$ cat src/rtl/video_raster_gen.sv
// Character-cell raster timing generator: VRAM address, scan row, display enable, syncs, frame strobe.
// Optional blinking cursor qualifier when VIDEO_RASTER_CURSOR_EN is defined.
module video_raster_gen #(
  parameter int ADDR_WIDTH   = 11,
  parameter int START_ADDR   = 0,
  parameter int H_TOTAL      = 64,
  parameter int H_DISPLAYED  = 40,
  parameter int H_SYNC_POS   = 50,
  parameter int H_SYNC_WIDTH = 4,
  parameter int CHAR_HEIGHT  = 8,
  parameter int V_TOTAL_ROWS = 32,
  parameter int V_DISPLAYED  = 25,
  parameter int V_SYNC_ROW   = 28,
  parameter int V_SYNC_WIDTH = 4,
  parameter int V_ADJUST     = 6
`ifdef VIDEO_RASTER_CURSOR_EN
  ,
  parameter int CURSOR_START = 6,
  parameter int CURSOR_END   = 7,
  parameter int BLINK_FRAMES = 16
`endif
) (
  input  logic                  clk16_i,
  input  logic                  reset_i,
  input  logic                  cclk_en_i,
  input  logic                  col80_i,
  input  logic [ADDR_WIDTH-1:0] cursor_addr_i,
  output logic [ADDR_WIDTH-1:0] ma_o,
  output logic [3:0]            ra_o,
  output logic                  de_o,
  output logic                  h_sync_o,
  output logic                  v_sync_o,
  output logic                  frame_o,
  output logic                  cursor_o
);

  localparam int HW = $clog2(2 * H_TOTAL) + 1;
  localparam int RW = $clog2(V_TOTAL_ROWS + 1);
  localparam int VW = $clog2(V_SYNC_WIDTH + 1);

  localparam logic [HW-1:0] HT_40  = HW'(H_TOTAL);
  localparam logic [HW-1:0] HT_80  = HW'(2 * H_TOTAL);
  localparam logic [HW-1:0] HD_40  = HW'(H_DISPLAYED);
  localparam logic [HW-1:0] HD_80  = HW'(2 * H_DISPLAYED);
  localparam logic [HW-1:0] HSP_40 = HW'(H_SYNC_POS);
  localparam logic [HW-1:0] HSP_80 = HW'(2 * H_SYNC_POS);
  localparam logic [HW-1:0] HSW_40 = HW'(H_SYNC_WIDTH);
  localparam logic [HW-1:0] HSW_80 = HW'(2 * H_SYNC_WIDTH);

  localparam logic [RW-1:0]         ROW_LAST = RW'(V_TOTAL_ROWS - 1);
  localparam logic [RW-1:0]         ROW_DISP = RW'(V_DISPLAYED);
  localparam logic [RW-1:0]         ROW_VS   = RW'(V_SYNC_ROW);
  localparam logic [3:0]            RA_LAST  = 4'(CHAR_HEIGHT - 1);
  localparam logic [3:0]            ADJ_LAST = 4'(V_ADJUST - 1);
  localparam logic [VW-1:0]         VS_LOAD  = VW'(V_SYNC_WIDTH);
  localparam logic [ADDR_WIDTH-1:0] START    = ADDR_WIDTH'(START_ADDR);

  typedef enum logic {ST_ACTIVE, ST_ADJUST} state_e;

  // Reset parks the raster on the last scanline so the first enable opens a frame.
  localparam state_e     ST_RESET = (V_ADJUST > 0) ? ST_ADJUST : ST_ACTIVE;
  localparam logic [3:0] RA_RESET = (V_ADJUST > 0) ? ADJ_LAST : RA_LAST;

  state_e                state_q, state_d;
  logic [HW-1:0]         h_cnt_q, h_cnt_d;
  logic [3:0]            ra_cnt_q, ra_cnt_d;
  logic [RW-1:0]         row_q, row_d;
  logic [ADDR_WIDTH-1:0] row_start_q, row_start_d;
  logic                  mode_q, mode_d;
  logic [VW-1:0]         vs_cnt_q, vs_cnt_d;

  logic [ADDR_WIDTH-1:0] ma_q, ma_d;
  logic [3:0]            ra_q;
  logic                  de_q, de_d;
  logic                  hs_q, hs_d;
  logic                  vs_q;
  logic                  frame_q;
  logic                  cursor_q, cursor_d;

  logic                  line_adv, new_frame;
  logic [HW-1:0]         ht_cur, hd_cur, hd_nxt, hsp_nxt, hsw_nxt, h_sel;

  always_comb begin
    // NOTE: every variable gets a default first so no path leaves one unassigned (no latches).
    state_d     = state_q;
    h_cnt_d     = h_cnt_q;
    ra_cnt_d    = ra_cnt_q;
    row_d       = row_q;
    row_start_d = row_start_q;
    mode_d      = mode_q;
    vs_cnt_d    = vs_cnt_q;
    line_adv    = 1'b0;
    new_frame   = 1'b0;

    ht_cur = mode_q ? HT_80 : HT_40;
    hd_cur = mode_q ? HD_80 : HD_40;

    if (h_cnt_q == ht_cur - HW'(1)) begin
      h_cnt_d  = '0;
      line_adv = 1'b1;
    end else begin
      h_cnt_d = h_cnt_q + HW'(1);
    end

    if (line_adv) begin
      case (state_q)
        ST_ACTIVE: begin
          if (ra_cnt_q == RA_LAST) begin
            ra_cnt_d    = '0;
            row_start_d = row_start_q + ADDR_WIDTH'(hd_cur);
            if (row_q == ROW_LAST) begin
              if (V_ADJUST == 0) new_frame = 1'b1;
              else               state_d   = ST_ADJUST;
            end else begin
              row_d = row_q + RW'(1);
            end
          end else begin
            ra_cnt_d = ra_cnt_q + 4'd1;
          end
        end
        ST_ADJUST: begin
          if (ra_cnt_q == ADJ_LAST) new_frame = 1'b1;
          else                      ra_cnt_d  = ra_cnt_q + 4'd1;
        end
        default: state_d = ST_ACTIVE;
      endcase
    end

    if (new_frame) begin
      state_d     = ST_ACTIVE;
      row_d       = '0;
      ra_cnt_d    = '0;
      row_start_d = START;
      mode_d      = col80_i;
    end

    // v_sync length is counted in scanlines so it can run across row and adjust boundaries.
    if (line_adv && state_d == ST_ACTIVE && row_d == ROW_VS && ra_cnt_d == '0)
      vs_cnt_d = VS_LOAD;
    else if (new_frame)
      vs_cnt_d = '0;
    else if (line_adv && vs_cnt_q != '0)
      vs_cnt_d = vs_cnt_q - VW'(1);

    hd_nxt  = mode_d ? HD_80  : HD_40;
    hsp_nxt = mode_d ? HSP_80 : HSP_40;
    hsw_nxt = mode_d ? HSW_80 : HSW_40;
    h_sel   = (h_cnt_d < hd_nxt) ? h_cnt_d : hd_nxt - HW'(1);
    ma_d    = row_start_d + ADDR_WIDTH'(h_sel);
    de_d    = (state_d == ST_ACTIVE) && (row_d < ROW_DISP) && (h_cnt_d < hd_nxt);
    hs_d    = (h_cnt_d >= hsp_nxt) && (h_cnt_d < hsp_nxt + hsw_nxt);
  end

`ifdef VIDEO_RASTER_CURSOR_EN
  localparam int         BW        = $clog2(BLINK_FRAMES + 1);
  localparam logic [3:0] CUR_START = 4'(CURSOR_START);
  localparam logic [3:0] CUR_END   = 4'(CURSOR_END);

  logic          blink_q, blink_d;
  logic [BW-1:0] blink_cnt_q, blink_cnt_d;

  always_comb begin
    blink_d     = blink_q;
    blink_cnt_d = blink_cnt_q;
    if (new_frame) begin
      if (blink_cnt_q == BW'(BLINK_FRAMES)) begin
        blink_d     = ~blink_q;
        blink_cnt_d = BW'(1);
      end else begin
        blink_cnt_d = blink_cnt_q + BW'(1);
      end
    end
    cursor_d = de_d && (ma_d == cursor_addr_i) && (ra_cnt_d >= CUR_START) &&
               (ra_cnt_d <= CUR_END) && blink_d;
  end

  always_ff @(posedge clk16_i or posedge reset_i) begin
    if (reset_i) begin
      blink_q     <= 1'b1;
      blink_cnt_q <= '0;
    end else if (cclk_en_i) begin
      blink_q     <= blink_d;
      blink_cnt_q <= blink_cnt_d;
    end
  end
`else
  logic unused_cursor_addr;
  assign unused_cursor_addr = ^cursor_addr_i;
  assign cursor_d           = 1'b0;
`endif

  always_ff @(posedge clk16_i or posedge reset_i) begin
    if (reset_i) begin
      // NOTE: sequential state uses non-blocking assignments so all registers update together.
      state_q     <= ST_RESET;
      h_cnt_q     <= HT_40 - HW'(1);
      ra_cnt_q    <= RA_RESET;
      row_q       <= ROW_LAST;
      row_start_q <= START;
      mode_q      <= 1'b0;
      vs_cnt_q    <= '0;
      ma_q        <= START;
      ra_q        <= '0;
      de_q        <= 1'b0;
      hs_q        <= 1'b0;
      vs_q        <= 1'b0;
      frame_q     <= 1'b0;
      cursor_q    <= 1'b0;
    end else begin
      frame_q <= cclk_en_i & new_frame;
      if (cclk_en_i) begin
        state_q     <= state_d;
        h_cnt_q     <= h_cnt_d;
        ra_cnt_q    <= ra_cnt_d;
        row_q       <= row_d;
        row_start_q <= row_start_d;
        mode_q      <= mode_d;
        vs_cnt_q    <= vs_cnt_d;
        ma_q        <= ma_d;
        ra_q        <= ra_cnt_d;
        de_q        <= de_d;
        hs_q        <= hs_d;
        vs_q        <= (vs_cnt_d != '0);
        cursor_q    <= cursor_d;
      end
    end
  end

  assign ma_o     = ma_q;
  assign ra_o     = ra_q;
  assign de_o     = de_q;
  assign h_sync_o = hs_q;
  assign v_sync_o = vs_q;
  assign frame_o  = frame_q;
  assign cursor_o = cursor_q;

endmodule

$ cat config.mk
export PLATFORM = sky130hd
export DESIGN_NAME = video_raster_gen
export DESIGN_NICKNAME = d
export VERILOG_FILES = /design/src/rtl/video_raster_gen.sv
export SDC_FILE = /design/constraint.sdc
export NUM_CORES = 1
export LEC_CHECK = 0
export ABC_AREA = 1
export CAP_MARGIN = 40
export CORE_MARGIN = 8
export CORE_UTILIZATION = 50
export DETAILED_ROUTE_END_ITERATION = 16
export PLACE_DENSITY = 0.8
export SLEW_MARGIN = 20
export SYNTH_ARGS = -nofsm -noshare
export SYNTH_HDL_FRONTEND = slang
export SYNTH_SLANG_ARGS = --single-unit
$ cat constraint.sdc
create_clock -name clk16_i -period 4.7 [get_ports clk16_i]
set_input_delay 1.175 -clock clk16_i [delete_from_list [all_inputs] [get_ports clk16_i]]
set_output_delay 1.175 -clock clk16_i [all_outputs]
set_load 0.03 [all_outputs]
==> results of run 1 <==
kinds of logic (layout without fill, tap and decap cells):
family,after synthesis,in the layout
flops,51,51
buf+inv,89,109
compound gates,82,82
xor+xnor,11,11
simple gates,232,232
fa+ha+maj,28,28
other cells,1,2
worst max-delay path, stage by stage:
cell	delay, ns
clkdlybuf4s50_1	0.51
inv_1	0.06
o21ai_2	0.19
inv_2	0.11
ha_1	0.18
o21ai_0	0.18
nand2_1	0.07
a21oi_1	0.14
nand2_1	0.15
inv_1	0.20
nand2_1	0.09
ha_1	0.22
fa_1	0.40
a31oi_1	0.30
nor3_1	0.09
nor2_1	0.19
nor2_1	0.10
nand2_1	0.08
nand2_1	0.05
nand3_1	0.06
nand2_1	0.05
sequential cells by signal, summed over array words and instances (netlist names), 2 cells and up:
signal and count:
vs_cnt_q 3, row_q 6, ma_o 11, ra_o 2
ra_cnt_q 4, h_cnt_q 8, row_start_q 11
area by class of cell:
type	instances	area [um2]
tap	96	120
multi-input combinational	355	1900
inverter	73	274
timing repair buffer	28	305
clock inverter	3	43.8
fill	651	2830
sequential	51	1290
clock buffer	5	68.8
through the flow:
stage / hold WS, ns / power (mW) / instances / instance area (um2) / worst slack [ns]
floorplan: 0.436 / 1.03 / 495 / 3560 / 0.943
global placement: 0.453 / 1.18 / 601 / 3840 / 0.201
detailed placement: 0.460 / 1.21 / 603 / 3890 / 0.0581
CTS: 0.485 / 1.53 / 611 / 4010 / 0.361
global route: 0.516 / 1.64 / 611 / 4010 / 0.0868
finish: 0.480 / 1.52 / 611 / 4010 / 0.307
worst max-delay path by stage:
stage,start,slack [ns],endpoint
floorplan,h_cnt_q[0]$_DFFE_PP1P_,0.94,ma_o[10]$_DFFE_PP0P_
global placement,col80_i,0.20,ma_o[10]$_DFFE_PP0P_
detailed placement,col80_i,0.06,ma_o[10]$_DFFE_PP0P_
CTS,col80_i,0.36,ma_o[10]$_DFFE_PP0P_
global route,ra_cnt_q[2]$_DFFE_PP1P_,0.09,ma_o[10]$_DFFE_PP0P_
finish,col80_i,0.31,ma_o[10]$_DFFE_PP0P_
synth_stat cells (all sizes together), types with 3 or more instances:
library cell	instances	area, um2
xnor2	6	52.6
dfrtp	37	926
xor2	5	43.8
o21ai	53	269
buf	8	63.8
nand2	137	522
nor2	34	140
a21oi	19	98.9
nor3	9	55.1
dfstp	14	368
nand3	42	215
inv	72	270
ha	26	325
clkbuf	8	30.0
nand4	8	50.1
a31oi	3	18.8
cells in the final DEF, fill, tap and decap left out, types with 3 or more instances in the layout:
cell / instances
a21oi_1: 18
a31oi_1: 3
buf_4: 4
clkbuf_8: 5
clkdlybuf4s50_1: 22
dfrtp_1: 37
dfstp_2: 14
ha_1: 26
inv_1: 65
inv_2: 7
nand2_1: 134
nand2_2: 3
nand3_1: 41
nand4_1: 8
nor2_1: 31
nor3_1: 7
o21ai_0: 42
o21ai_1: 10
xnor2_1: 6
xor2_1: 5
report_power, final:
group / internal, mW / switching (mW) / total (mW) / leakage [nW]
Sequential: 0.538 / 0.0649 / 0.602 / 0.614
Combinational: 0.230 / 0.380 / 0.609 / 1.31
Clock: 0.159 / 0.152 / 0.311 / 0.0581
Total: 0.926 / 0.597 / 1.52 / 1.98
layer usage:
layer / track usage [%] / up-vias
met4: 3.26 / 0
met2: 28.9 / 78
met5: 0 / -
met3: 2.84 / 4
met1: 19.7 / 1491
li1: - / 1628
==> out/qor.csv, run 1 <==
metric,value,unit
status,"finished, final reports clean",
synth_compound_area_share,12.3,%
synth-seq-cells,51,
synth_edf_count,0,
cts_root_buf,clkbuf_8,
hold_viol,0,
slew_viol_final,0,
syn_avg_cell_area,7.20,um2
cp.arrival,4.59,ns
hpwl,5.87,mm
leakage,1.98,nW
drt-total-wl,7.88,mm
power.density,380,nW/um2
max_freq,228,MHz
min_period,4.39,ns
min_to,ma_o[0]$_DFFE_PP0P_,
std_cell_rows,30,
io_pins,35,
clock-sinks,51,
grt_max_degree,37,
fin_util,58.6,%
worst_clock_skew,0.0153,ns
drt-initial-drc-count,149,
grt_pass1_vias,3097,
synth-adder-area-share,10.3,%
yosys.area_share.xor_xnor,2.71,%
routabilityCongestion,0.909,
yosys.area_share.simple,28.0,%
ys_async_sr_fraction,100,%
dieArea,10100,um2
crit_path_end_kind,flip-flop,
relSlewSlack,61.6,%
rsz0062_at_grt,no,
synth_top_family_by_area,simple AND/OR/NAND/NOR gates,
wl_met2,3.94,mm
die_y,100,um
start_util,52.1,%
finalCritPeriodShare,93.5,%
dr_wl_met3,354,um
cts_tree,yes,
synth_warnings,0,
ys_types,36,
cts_hold_buf,0,
setup_tns,0,ns
io_buffers,22,
netlist_instances,494,
reg2reg_to,ma_o[10]$_DFFE_PP0P_,
hp-class,flip-flop to flip-flop,
hold_depth,2,
antenna_cells,0,
dieWidth,100,um
syn_area,3560,um2
clock_latency,0.31,ns
nets,557,
min_from,ma_o[0]$_DFFE_PP0P_,
wl_per_cell,12.9,um
worst_pin_slew,0.576,ns
r2r-start,ra_cnt_q[2]$_DFFE_PP1P_,
cts.clk_slew.worst_paths,0.09,ns
crit_fanout,7,
via_count,3201,
core_region_area,6830,um2
reg2reg_slack,0.39,ns
track_usage,16.2,%
wl_met1,3.54,mm
top_layer_used,met4,
ctsResizeCount,0,
grt_pass1_wl,13.8,mm
yosysSeqAreaShare,36.4,%
cp-start-kind,primary input,
overflow,0,
cts_buffers,5,
htree_levels,2,
drive_gt1_share,9.32,%
yosys-mux-area-fraction,0,%
grt_antenna_before_repair,0,
setup_viol,0,
synthFlopType,dfrtp_1,
drc,0,
cts_buffer_depth,2,
cp.required,4.89,ns
drt-vias-per-instance,5.24,
maxCapViolations,0,
path_class,primary input to flip-flop,
ant_nets,0,
post-cts-setup-buffers,0,
reg2reg_depth,25,
syn2layout_area_growth,12.6,%
dr.pass1.iters,4,
ir_drop,0.248,mV
No activity file was read; power rests on OpenSTA's default activity.
==> run 2, diff against run 1 <==
- PLACE_DENSITY: 0.8 -> 0.71
==> run 2 against run 1 <==
Highest routed layer unchanged. Final cell count is the same. Sequential power is essentially flat. Non-clock buffer count is the same. Die area is the same. Core utilization shrank 0.51 points. Clock-buffer cell count grew 1. Global-route usage shrank 0.38 points. Routed wire length shrank 4.0%. Clock power grew 3%. Sequential share of layout area grew 0.28 points. Sequential cell count is the same.
==> out/qor.csv, run 2 (same netlist as run 1, synthesis figures left out) <==
metric,value,unit,change
post-cts-setup-buffers,0,,unchanged
final_area,3970,um2,-0.87%
cts.clk_slew.worst_paths,0.09,ns,about the same
via_count,3120,,-2.5%
ir_drop,0.217,mV,-12%
grt_max_degree,37,,unchanged
max_stage_delay,0.50,ns,about the same
worst_slack,0.445,ns,+0.138 ns
maxCapViolations,0,,unchanged
met2_usage,27.9,%,-1.0 points
cts_buffers,5,,unchanged
drt-initial-drc-count,129,,-13%
wl_per_cell,12.4,um,-4.0%
sw_frac_of_total,38.5,%,-0.70 points
path_class,primary input to flip-flop,,
min_period,4.25,ns,-0.138 ns
power.density,385,nW/um2,+1.2%
dr.pass1.iters,4,,unchanged
setup_tns,0,ns,unchanged
cpMostUsedCell,nand2_1,,
hp-class,flip-flop to flip-flop,,
max_freq,235,MHz,+3.2%
drive_gt1_share,9.32,%,unchanged
io_pins,35,,unchanged
grt_pass1_vias,2946,,-4.9%
fillers,666,,+2.3%
drt-total-wl,7.56,mm,-4.0%
worst_clock_skew,0.00528,ns,-0.00997 ns
overflow,0,,unchanged
cts_hold_buf,0,,unchanged
crit_slowest_cell,clkdlybuf4s50_1,,
fin_util,58.1,%,-0.51 points
cp.required,4.90,ns,about the same
holdWs,0.475,ns,-0.00412 ns
antenna_cells,0,,unchanged
fin_cells,611,,unchanged
critPathLaunch,col80_i,,
p_comb_share,39.7,%,-0.3 points
dp_slack,0.144,ns,+0.0860 ns
path_delay_family,buffers and inverters,,
syn2layout_area_growth,11.6,%,
io_buffers,22,,unchanged
die_y,100,um,unchanged
cts_root_buf,clkbuf_8,,
clock-sinks,51,,unchanged
min_from,row_start_q[0]$_DFFE_PP0P_,,
top_usage_layer,met2,,
final_cell_mix,"nand2_1 (134), inv_1 (65), o21ai_0 (42)",,
p_seq_share,39.3,%,-0.3 points
hold_viol,0,,unchanged
final-seq-area,1290,um2,unchanged
met3_usage,2.63,%,-0.21 points
setup_viol,0,,unchanged
dp_cells,603,,unchanged
worst_pin_slew,0.735,ns,+0.159 ns
r2r-start,mode_q$_DFFE_PP0P_,,
switching_power,0.588,mW,-1.5%
htree_levels,2,,unchanged
rsz0062_at_grt,no,,
ant_nets,0,,unchanged
critPathBufInv,4,,unchanged
core_region_area,6830,um2,unchanged
cp.arrival,4.46,ns,-0.13 ns
cp-start-kind,primary input,,
ctsResizeCount,0,,unchanged
cp_cell_sequence,clkdlybuf4s50_1 -> inv_1 -> o21ai_2 -> inv_2 -> ha_1 -> o21ai_0 -> nand2_1 -> a21oi_1 -> nand2_1 -> inv_1 -> nand2_1 -> ha_1 -> fa_1 -> a31oi_1 -> nor3_1 -> nor2_1 -> nor2_1 -> nand2_1 -> nand2_1 -> nand3_1 -> nand2_1,,
slew_viol_final,0,,unchanged
cts_tree,yes,,
dieArea,10100,um2,unchanged
grt_antenna_before_repair,0,,unchanged
finalCritPeriodShare,90.5,%,-2.9 points
finalPower,1.53,mW,+0.33%
status,"finished, final reports clean",,
std_cell_rows,30,,unchanged
hpwl,5.71,mm,-2.7%
dpl_cell_area,3850,um2,-1.0%
cts_buffer_depth,2,,unchanged
final_common_cell,nand2_1,,
grt_pass1_wl,13.2,mm,-4.3%
track_usage,15.8,%,-0.38 points
nets,557,,unchanged
start_util,52.1,%,unchanged
crit_fanout,7,,unchanged
dieWidth,100,um,unchanged
power.share.clock,20.9,%,+0.5 points
leakage,1.97,nW,-0.63%
crit_path_end_kind,flip-flop,,
multi_input_area,1900,um2,unchanged
drc,0,,unchanged
relSlewSlack,50.9,%,-11 points
p_int,0.940,mW,+1.5%
grt.met1_usage,19.1,%,-0.52 points
routabilityCongestion,0.902,,-0.81%
clock_latency,0.31,ns,about the same
drt-vias-per-instance,5.11,,-2.5%
==> run 2: cell count changes in the layout (fill, tap and decap cells not counted) <==
| cell | before | now |
|---|---|---|
| buf_16 | 2 | 0 |
| buf_4 | 4 | 6 |
| clkbuf_8 | 5 | 6 |
| clkinv_4 | 1 | 0 |
==> run 2: power groups by stage <==
stage | Sequential (mW) | Clock (mW) | Combinational (mW)
3_5_place_dp | 0.609 | 0 | 0.609
4_1_cts | 0.601 | 0.330 | 0.612
5_1_grt | 0.614 | 0.344 | 0.689
2_1_floorplan | 0.665 | 0 | 0.369
3_3_place_gp | 0.605 | 0 | 0.588
6_report | 0.601 | 0.320 | 0.607
==> run 2: per-layer routing <==
| layer | wire length (um) | part of all wire (%) |
|---|---|---|
| met3 | 230 | 3.0 |
| met4 | 89 | 1.2 |
| met5 | 0 | 0 |
| met1 | 3540 | 47 |
| met2 | 3700 | 49 |
==> run 2: cell type report <==
type	instances	area share, %
clock inverter	2	0.882
timing repair buffer	28	6.68
multi-input combinational	355	47.9
clock buffer	6	2.08
sequential	51	32.6
inverter	73	6.90
tap	96	3.02
==> run 2: final timing paths <==
kind	to	slack [ns]	depth (start not counted)
setup / recovery	ma_o[10]$_DFFE_PP0P_	0.45	21
hold reg to reg	row_start_q[0]$_DFFE_PP0P_	0.48	2
min in group asynchronous	row_start_q[9]$_DFFE_PP0P_	1.21	2
max in group asynchronous	row_q[1]$_DFFE_PP1P_	2.70	3
setup reg to reg	ma_o[10]$_DFFE_PP0P_	0.71	24
hold / removal	row_start_q[0]$_DFFE_PP0P_	0.48	2
==> run 2: worst reg2reg max path, delay by kind of cell, from the launching register on <==
kind / cells / cell delay (ns)
AO/OA/AOI/OAI: 4 / 0.81
flip-flops: 1 / 0.49
AND/OR/NAND/NOR: 14 / 1.38
adder cells (fa/ha/maj): 3 / 0.80
buffers and inverters: 3 / 0.40
